$ cat src/rtl/stream_pkg.sv
// Shared definitions for the stream register-slice blocks.
//   skid_state_e         : occupancy state of the two-entry skid buffer
//   STALL_CNT_W_DEFAULT  : default width of the optional stall statistics counter
package stream_pkg;

  typedef enum logic [1:0] {
    EMPTY = 2'd0,
    BUSY  = 2'd1,
    FULL  = 2'd2
  } skid_state_e;

  localparam int STALL_CNT_W_DEFAULT = 16;

endpackage

$ cat src/rtl/sat_counter.sv
// Saturating up-counter with synchronous clear.
// Ports:
//   clk   : clock, rising edge
//   rst_n : asynchronous active-low reset, count -> 0
//   clr   : synchronous clear, wins over inc
//   inc   : add one this cycle unless already all-ones
//   count : current value
module sat_counter #(
  parameter int W = 16
) (
  input  logic         clk,
  input  logic         rst_n,
  input  logic         clr,
  input  logic         inc,
  output logic [W-1:0] count
);

  always_ff @(posedge clk or negedge rst_n) begin
    if (!rst_n) begin
      count <= '0;
    end else if (clr) begin
      count <= '0;
    end else if (inc && (count != '1)) begin
      count <= count + 1'b1;
    end
  end

endmodule

$ cat src/rtl/stream_skid_buffer.sv
// Two-entry valid/ready register slice. Every handshake output (in_ready,
// out_valid, occupancy) and out_data comes straight from a flop, so neither
// the forward nor the backward handshake path crosses the slice
// combinationally. Sustains one transfer per cycle.
// Ports:
//   clk, rst_n            : clock (rising edge), async active-low reset
//   in_valid/in_ready/in_data    : upstream stream
//   out_valid/out_ready/out_data : downstream stream
//   occupancy             : held entries, 0..2
//   stat_clr, stall_count : stall statistics (cycles with out_valid && !out_ready)
// Build option: define STREAM_SKID_STATS_EN to build the saturating stall
// counter; otherwise stall_count is tied to 0 and stat_clr is ignored.
module stream_skid_buffer
  import stream_pkg::*;
#(
  parameter int DATA_WIDTH  = 32,
  parameter int STALL_CNT_W = STALL_CNT_W_DEFAULT
) (
  input  logic                   clk,
  input  logic                   rst_n,
  input  logic                   in_valid,
  output logic                   in_ready,
  input  logic [DATA_WIDTH-1:0]  in_data,
  output logic                   out_valid,
  input  logic                   out_ready,
  output logic [DATA_WIDTH-1:0]  out_data,
  output logic [1:0]             occupancy,
  input  logic                   stat_clr,
  output logic [STALL_CNT_W-1:0] stall_count
);

  skid_state_e           state_q, state_d;
  logic                  in_ready_q, in_ready_d;
  logic                  out_valid_q, out_valid_d;
  logic [1:0]            occupancy_q, occupancy_d;
  logic [DATA_WIDTH-1:0] out_reg, skid_reg;
  logic                  load_out_in, load_out_skid, load_skid;
  logic                  in_fire, out_fire;

  assign in_fire  = in_valid  && in_ready_q;
  assign out_fire = out_valid_q && out_ready;

  always_comb begin
    state_d       = state_q;
    load_out_in   = 1'b0;
    load_out_skid = 1'b0;
    load_skid     = 1'b0;
    in_ready_d    = 1'b1;
    out_valid_d   = 1'b0;
    occupancy_d   = 2'd0;

    case (state_q)
      EMPTY: begin
        if (in_fire) begin
          load_out_in = 1'b1;
          state_d     = BUSY;
        end
      end
      BUSY: begin
        if (in_fire && out_fire) begin
          load_out_in = 1'b1;
        end else if (in_fire) begin
          load_skid = 1'b1;
          state_d   = FULL;
        end else if (out_fire) begin
          state_d = EMPTY;
        end
      end
      FULL: begin
        // in_ready is low here, so only the drain side can move.
        if (out_fire) begin
          load_out_skid = 1'b1;
          state_d       = BUSY;
        end
      end
      default: state_d = EMPTY;
    endcase

    // Handshake outputs are decoded from the next state and registered,
    // which keeps them free of any same-cycle in_valid/out_ready path.
    case (state_d)
      BUSY: begin
        in_ready_d  = 1'b1;
        out_valid_d = 1'b1;
        occupancy_d = 2'd1;
      end
      FULL: begin
        in_ready_d  = 1'b0;
        out_valid_d = 1'b1;
        occupancy_d = 2'd2;
      end
      default: begin
        in_ready_d  = 1'b1;
        out_valid_d = 1'b0;
        occupancy_d = 2'd0;
      end
    endcase
  end

  always_ff @(posedge clk or negedge rst_n) begin
    if (!rst_n) begin
      state_q     <= EMPTY;
      in_ready_q  <= 1'b1;
      out_valid_q <= 1'b0;
      occupancy_q <= 2'd0;
    end else begin
      state_q     <= state_d;
      in_ready_q  <= in_ready_d;
      out_valid_q <= out_valid_d;
      occupancy_q <= occupancy_d;
    end
  end

  always_ff @(posedge clk or negedge rst_n) begin
    if (!rst_n) begin
      out_reg  <= '0;
      skid_reg <= '0;
    end else begin
      if (load_out_in) begin
        out_reg <= in_data;
      end else if (load_out_skid) begin
        out_reg <= skid_reg;
      end
      if (load_skid) begin
        skid_reg <= in_data;
      end
    end
  end

  assign in_ready  = in_ready_q;
  assign out_valid = out_valid_q;
  assign occupancy = occupancy_q;
  assign out_data  = out_reg;

`ifdef STREAM_SKID_STATS_EN
  sat_counter #(
    .W (STALL_CNT_W)
  ) u_stall_cnt (
    .clk   (clk),
    .rst_n (rst_n),
    .clr   (stat_clr),
    .inc   (out_valid_q && !out_ready),
    .count (stall_count)
  );
`else
  logic unused_stat_clr;
  assign unused_stat_clr = stat_clr;
  assign stall_count     = '0;
`endif

endmodule

$ cat config.mk
export PLATFORM = sky130hd
export DESIGN_NAME = stream_skid_buffer
export DESIGN_NICKNAME = d
export VERILOG_FILES = /design/src/rtl/stream_pkg.sv /design/src/rtl/sat_counter.sv /design/src/rtl/stream_skid_buffer.sv
export SDC_FILE = /design/constraint.sdc
export NUM_CORES = 1
export LEC_CHECK = 0
export ABC_AREA = 1
export CAP_MARGIN = 20
export CORE_MARGIN = 5
export CORE_UTILIZATION = 54
export CTS_BUF_LIST = sky130_fd_sc_hd__clkbuf_2
export CTS_CLUSTER_DIAMETER = 120
export DETAILED_ROUTE_END_ITERATION = 12
export PLACE_DENSITY = 0.95
export SYNTH_ARGS = -nofsm -noshare
export SYNTH_HDL_FRONTEND = slang
export SYNTH_HIERARCHICAL = 1
export SYNTH_SLANG_ARGS = --single-unit
export TNS_END_PERCENT = 20
$ cat constraint.sdc
create_clock -name clk -period 3.6 [get_ports clk]
set_clock_uncertainty 0.05 [all_clocks]
set_input_delay 0.72 -clock clk [delete_from_list [all_inputs] [get_ports clk]]
set_output_delay 0.72 -clock clk [all_outputs]
set_load 0.03 [all_outputs]
* Word level (Yosys, flattened, before mapping) *
Index checks and enable logic that the tools add are counted.

operators by class
  equality and inequality tests = 4
  reduce and logical (&&, ||, !) cells = 6
  muxes and demuxes = 18

operators by type and width
  operator                                                          count
  32-bit 2-to-1 mux                                                 2
  2-bit 2-to-1 mux                                                  5
  1-bit 2-to-1 mux                                                  8
  2-bit one-hot mux with 3 select lines                             1
  2-bit by 1-bit == test with 1-bit output (second input constant)  2
  2-bit == test (second input constant)                             2
  2-bit one-hot mux with 2 select lines                             1
  1-bit logical AND                                                 3
  2-bit zero test                                                   1
  1-bit one-hot mux with 2 select lines                             1
  2-bit nonzero test                                                1
  2-bit OR reduction                                                1

storage, ports and cells
  output and inout bits = 52
  input bits = 37
  register bits after elaboration = 70
  logic and storage cells = 34

* Depth between registers and ports, before layout *
Gate-level depths: netlist of the first run.

  word-level depth = 8
  mapped depth = 8
  mapped depth without buffers = 7

* Least setup slack after synthesis of the first run *
OpenSTA, ideal clock, no wires.

  path kind = input-to-reg
  start point = input port in_valid
  end point = register out_valid_q (netlist: out_valid)
  data arrival time = 1606 ps
  required time = 3437 ps
  library setup time = 113 ps
  slack = 1831 ps
  buffers on the path = 1
  stages = 8
  path through = nand2_1 -> nor2_4 -> nand2_1 -> buf_6 -> nand3_1 -> nand2_1 -> ha_1 -> inv_1

on the way
  cells in the longest elaborated chain, start to end = 7
  elaborated cells between the ends (all ways) = 10
  classes of those cells = eq/ne (2); mux (5); reduce/logical (3)

ends and longest elaborated chain
  item                                                                       RTL line                                            RTL
  from (decl)                                                                stream_skid_buffer.sv:21                            input logic in_valid,
  1-bit logical AND (*)                                                      stream_skid_buffer.sv:40                            assign in_fire = in_valid && in_ready_q;
  2-bit 2-to-1 mux or 1-bit logical AND (tied branches)                      stream_skid_buffer.sv:62, stream_skid_buffer.sv:60
  2-bit 2-to-1 mux                                                           stream_skid_buffer.sv:60                            if (in_fire && out_fire) begin
  2-bit one-hot mux with 3 select lines (*)                                  stream_skid_buffer.sv:52                            case (state_q)
  2-bit == test or 2-bit by 1-bit == test with 1-bit output (tied branches)  stream_skid_buffer.sv:81                            case (state_d)
  2-bit OR reduction (no source line) (*)                                    -
  1-bit 2-to-1 mux (*)                                                       stream_skid_buffer.sv:81
  named net out_valid_d                                                      stream_skid_buffer.sv:34                            logic out_valid_q, out_valid_d;
  to (signal assigned)                                                       stream_skid_buffer.sv:109                           out_valid_q <= out_valid_d;
  to (decl)                                                                  stream_skid_buffer.sv:34

Mark *: on every way through the listed nets, which the timed path passes. The rest lies on a longest branch.
A chain may end at the register's enable or synchronous reset.

* Final worst setup path of the first run *
  start point = register in_ready_q (netlist: in_ready)
  end point = output port in_ready

RTL lines
  item                    RTL line                   RTL
  from (decl)             stream_skid_buffer.sv:33   logic in_ready_q, in_ready_d;
  from (signal assigned)  stream_skid_buffer.sv:108  in_ready_q <= in_ready_d;
  to (decl)               stream_skid_buffer.sv:22   output logic in_ready,

No word-level cell between the ends.

==> results_dict.tcl, run 1 <==
set metrics [dict create \
    ys_types 17 \
    drive_gt1_frac 0.05894 \
    post_cts.repair.setup_buffers 0 \
    nets 527 \
    layout_min_cycle_time_ns 2.530 \
    cts.path.max_buffers 2 \
    placement.io_buffers 71 \
    power_frac_comb 0.515 \
    post-dp-hpwl_um 5347 \
    clkTransAtPathRegs_ns 0.19 \
    cp_max_fo 2 \
    rsz0062_at_grt "false" \
    grt.total_usage 0.2051 \
    synthToLayoutAreaGrowth_pct 21.70 \
    p_seq_frac 0.356 \
    clock_sinks 70 \
    post_dp_cell_area_um2 4070 \
    vias_per_cell 5.244 \
    maxCapViolations 0 \
    post-place-cells 553 \
    fin_cells 569 \
    power.total_mw 3.897 \
    route.vias.total 2984 \
    worstSetupEndpointType "output port" \
    power_density_nw_per_um2 928.7 \
    cts_tree "built" \
    grt_antenna_before_repair 0 \
    drc 0 \
    die_y_um 89.91 \
    cts_hold_buf 0 \
    run_status "completed" \
    whs_ns 0.2079 \
    fin_area_um2 4197 \
    switching_share 0.4505 \
    p_leak_nw 2.187 \
    synth_enable_flop_cells 0 \
    cp_slowest_cell "clkdlybuf4s50_1" \
    yosys-top-cells-count "136 x nand2_1, 99 x nand3_1, 69 x dfrtp_1" \
    antenna_cells 0 \
    die_area_um2 8084 \
    grt_pass1_wl_um 13740 \
    async_reset_ff_frac 1.000 \
    critical_path_buf_inv_count 1 \
    cp.required_ns 2.83 \
    ctsResizeCount 0 \
    fin_crit_sh 0.7028 \
    slew_headroom 0.4338 \
    gp_congestion 0.7795 \
    hp-class "input pin to async pin" \
    net-switching-power_mw 1.756 \
    worstSetupPathDepth 1 \
    drt_iter0_drc 168 \
    syn_area_per_cell_um2 8.076 \
    ys_top_cells_by_area "dfrtp_1 50%, nand2_1 15%, nand3_1 14%, o21ai_1 4.4%, inv_1 4.0%" \
    synthCells 427 \
    htreeDepth 3 \
    ys_seq_elements 70 \
    grt-ovfl-total 0 \
    yosysSeqAreaShare 0.5083 \
    ant_nets 0 \
    wl_um 8039 \
    tightest_slew_ns 0.8494 \
    cts.root.buffer_cell "clkbuf_2" \
    p_int_mw 2.142 \
    hold_violations 0 \
    die_x_um 89.91 \
    fin_setup_tns_ns 0 \
    ir_worst_vdd_v 0.0005105 \
    cp_top_family "buffers and inverters" \
    max_stage_delay_ns 0.66 \
    synth.most_common_cell "nand2_1" \
    start_kind "register" \
    cts_buffers 9 \
    fmax_mhz 395.2 \
    yosysWarningCount 6 \
    clk_latency_ns 0.53 \
    synth_top_area_frac 0.5007 \
    yosys_most_used_dff "dfrtp_1" \
    pwr-share-clk 0.129 \
    grt_pass1_vias 2910 \
    setup_viol 0 \
    wl_per_cell_um 14.13 \
    core_um2 6277 \
    synth_area_um2 3448 \
    crit_type "register to output port" \
    ff2ff_path_depth 6 \
    io_pins 89 \
    drt_pass1_iterations 5 \
    crit_chain "clkdlybuf4s50_1" \
    cp.arrival_ns 1.76 \
    rows 29 \
    grt_max_degree 45 \
    initial_core_util 0.5493 \
    synth_top_area_cell "dfrtp_1" \
    finalMaxSlewViolations 0 \
]
-- cells in the final DEF, fill, tap and decap left out, drive strengths merged --
master and count:
conb 16, buf 9, clkinv 4, dfrtp 69, bufinv 2, nand2 137, clkbuf 10, clkdlybuf4s50 70
dfstp 1, o21ai 32, inv 38, nor2 2, nand3 99, ha 3
-- final timing paths --
path | startpoint | end | slack [ns]
max | in_ready | in_ready | 1.07
min | rst_n | out_data[4] | 0.21
max reg2reg | state_q[0] | out_valid | 1.16
min reg2reg | skid_reg[19] | skid_reg[19] | 0.47
max in group asynchronous | rst_n | skid_reg[22] | 2.48
min in group clk | skid_reg[19] | skid_reg[19] | 0.47
-- power by group through the flow --
stage	combinational, mW	clock [mW]	sequential (mW)
floorplan	0.976	0	1.79
global placement	1.95	0	1.38
detailed placement	2.01	0	1.41
CTS	2.02	0.508	1.39
global route	2.21	0.543	1.44
finish	2.01	0.503	1.39
-- final cells by class --
type,count,area [um2]
fillers,513,2081
flip-flops and latches,70,1753
multi-input cells,289,1300
repair buffers,79,778.2
inverters,38,142.6
well taps,77,96.34
clock inverters,6,76.32
clock buffers,10,50.05
-- cell families (layout without fill, tap and decap cells) --
| logic type | Yosys count | count (layout) | synth area share |
|---|---|---|---|
| other cells | 1 | 16 | 0.001087 |
| fa+ha+maj | 3 | 3 | 0.01089 |
| flops | 70 | 70 | 0.5083 |
| compound gates | 32 | 32 | 0.04644 |
| buf+inv | 83 | 133 | 0.1332 |
| simple gates | 238 | 238 | 0.3001 |
-- per-layer routing --
metal / global-route usage / up-vias / part of all wire
li1: - / 1444 / -
met3: 0.03923 / 15 / 0.067
met4: 0.09305 / 0 / 0.019
met1: 0.2636 / 1404 / 0.41
met5: 0 / - / 0
met2: 0.3360 / 121 / 0.50
-- per-stage QoR --
stage          utilization  worst slack, ns
2_1_floorplan            -            1.831
5_1_grt             0.6685           0.9902
3_3_place_gp        0.6484           0.8746
4_1_cts             0.6685            1.047
6_report            0.6685            1.070
3_5_place_dp        0.6484           0.8318
No activity file was read; power rests on OpenSTA's default activity.
==> run 2: changes to the inputs <==
--- a/config.mk
+++ b/config.mk
@@ -8,11 +8,11 @@
 export ABC_AREA = 1
 export CAP_MARGIN = 20
 export CORE_MARGIN = 5
-export CORE_UTILIZATION = 54
+export CORE_UTILIZATION = 46
 export CTS_BUF_LIST = sky130_fd_sc_hd__clkbuf_2
 export CTS_CLUSTER_DIAMETER = 120
 export DETAILED_ROUTE_END_ITERATION = 12
-export PLACE_DENSITY = 0.95
+export PLACE_DENSITY = 0.9
 export SYNTH_ARGS = -nofsm -noshare
 export SYNTH_HDL_FRONTEND = slang
 export SYNTH_HIERARCHICAL = 1
==> constraint.sdc (replaced) <==
create_clock -name clk -period 2.2 [get_ports clk]
set_clock_uncertainty 0.05 [all_clocks]
set_input_delay 0.44 -clock clk [delete_from_list [all_inputs] [get_ports clk]]
set_output_delay 0.44 -clock clk [all_outputs]
set_load 0.03 [all_outputs]
==> run 2 against run 1 <==
Net effect: clock power rose by 59%; worst setup slack got worse by 0.92 ns; final cell count up 4.6%; first-iteration DRC count up 34%; utilization fell by 8.3 points; critical path depth unchanged; largest cell class unchanged; largest power group unchanged.
==> results_dict.tcl, run 2 (same netlist as run 1, synthesis figures left out) <==
set metrics [dict create \
    grt_pass1_wl_um 13570 \
    wl_per_cell_um 13.26 \
    fmax_mhz 486.7 \
    whs_ns 0.3404 \
    vias_per_cell 5.024 \
    power_density_nw_per_um2 1493 \
    run_status "completed" \
    cts_tree "built" \
    clock_sinks 70 \
    p_leak_nw 2.213 \
    ir_worst_vdd_v 0.0006878 \
    hold_violations 0 \
    post-place-cells 580 \
    worst_slack_ns 0.1455 \
    cts.root.buffer_cell "clkbuf_2" \
    grt_max_degree 47 \
    wl_um 7889 \
    fin_cells 595 \
    cp.arrival_ns 1.56 \
    cp.required_ns 1.71 \
    core_um2 7292 \
    post-dp-hpwl_um 5456 \
    clk_latency_ns 0.46 \
    rsz0062_at_grt "false" \
    final_common_cell "nand2_1" \
    initial_core_util 0.4729 \
    cp_max_fo 2 \
    placement.io_buffers 71 \
    fin_crit_sh 0.9339 \
    maxCapViolations 0 \
    layout_min_cycle_time_ns 2.055 \
    final_cell_mix "135 x nand2_1, 98 x nand3_1, 69 x clkdlybuf4s50_1, 69 x dfrtp_1, 37 x inv_1" \
    clkTransAtPathRegs_ns 0.19 \
    ant_nets 0 \
    fin_setup_tns_ns 0 \
    io_pins 89 \
    drc 0 \
    setup_viol 0 \
    drive_gt1_frac 0.07056 \
    dp_slack_ns 0.1686 \
    worstSetupEndpointType "output port" \
    route.vias.total 2989 \
    cp_slowest_cell "clkdlybuf4s50_1" \
    crit_type "register to output port" \
    cts.path.max_buffers 2 \
    finalMaxSlewViolations 0 \
    antenna_cells 0 \
    grt.total_usage 0.1877 \
    hp-class "input pin to async pin" \
    rows 31 \
    crit_chain "clkdlybuf4s50_1" \
    drt_pass1_iterations 5 \
    htreeDepth 3 \
    grt_antenna_before_repair 0 \
    cp_top_family "buffers and inverters" \
    cts_buffers 9 \
    die_area_um2 9328 \
    nets 533 \
    synthToLayoutAreaGrowth_pct 23.84 \
    drt_iter0_drc 225 \
    critical_path_buf_inv_count 1 \
    die_x_um 96.58 \
    gp_congestion 0.7772 \
    grt-ovfl-total 0 \
    power.total_mw 6.375 \
    post_cts.repair.setup_buffers 0 \
    fillerInstances 665 \
    max_stage_delay_ns 0.68 \
    grt_pass1_vias 2890 \
    die_y_um 96.58 \
    start_kind "register" \
]
## run 2: timing repair
action | in CTS | in global routing
endpoints found under the hold margin | 23 | 0
hold buffers | 1 | 0
setup endpoints to repair | 1 | 0
gates resized for setup | 1 | 0
## run 2: worst paths after layout
path                                    from           end  slack, ns  depth (start not counted)
worst min register to register  skid_reg[25]  skid_reg[25]       0.47                          2
worst max-delay path            out_data[14]  out_data[14]       0.15                          1
worst max register to register     out_valid  out_data[21]       0.61                          7
min in group clk                skid_reg[25]  skid_reg[25]       0.47                          2
max in group asynchronous              rst_n  out_data[13]       1.20                          3
worst min-delay path                   rst_n     out_valid       0.34                          2
## run 2: per-stage QoR
| stage | util | cell area (um2) |
|---|---|---|
| finish | 0.5856 | 4270 |
| CTS | 0.5856 | 4270 |
| global route | 0.5856 | 4270 |
| floorplan | - | 3505 |
| detailed placement | 0.5674 | 4138 |
| global placement | 0.5674 | 4138 |
## run 2: layer usage
layer,vias to the layer above,share of wire,track usage
met1,1395,0.43,0.2464
met5,-,0,0
met4,0,0.012,0.07477
met2,120,0.50,0.3086
met3,9,0.062,0.03331
li1,1465,-,-
## run 2: layout make-up
class / count / area [um2] / share of cell area
Clock inverter: 4 / 73.82 / 0.01729
Inverter: 38 / 142.6 / 0.03340
Clock buffer: 10 / 50.05 / 0.01172
Timing Repair Buffer: 85 / 827.0 / 0.1937
Multi-Input combinational cell: 289 / 1300 / 0.3044
Tap cell: 99 / 123.9 / 0.02901
Sequential cell: 70 / 1753 / 0.4105
## run 2: where the power goes
group	internal (mW)	switching, mW
registers	1.92	0.352
clock network	0.370	0.430
logic	1.24	2.06
total	3.53	2.84
## run 2: worst reg2reg max path, stage by stage, from the launching register on
cell and delay, ns:
dfrtp_1 0.43, nand2_1 0.19, nand2_2 0.10, nand2_2 0.10, buf_4 0.37, nand2_1 0.12
nand2_1 0.09, nand2_1 0.05
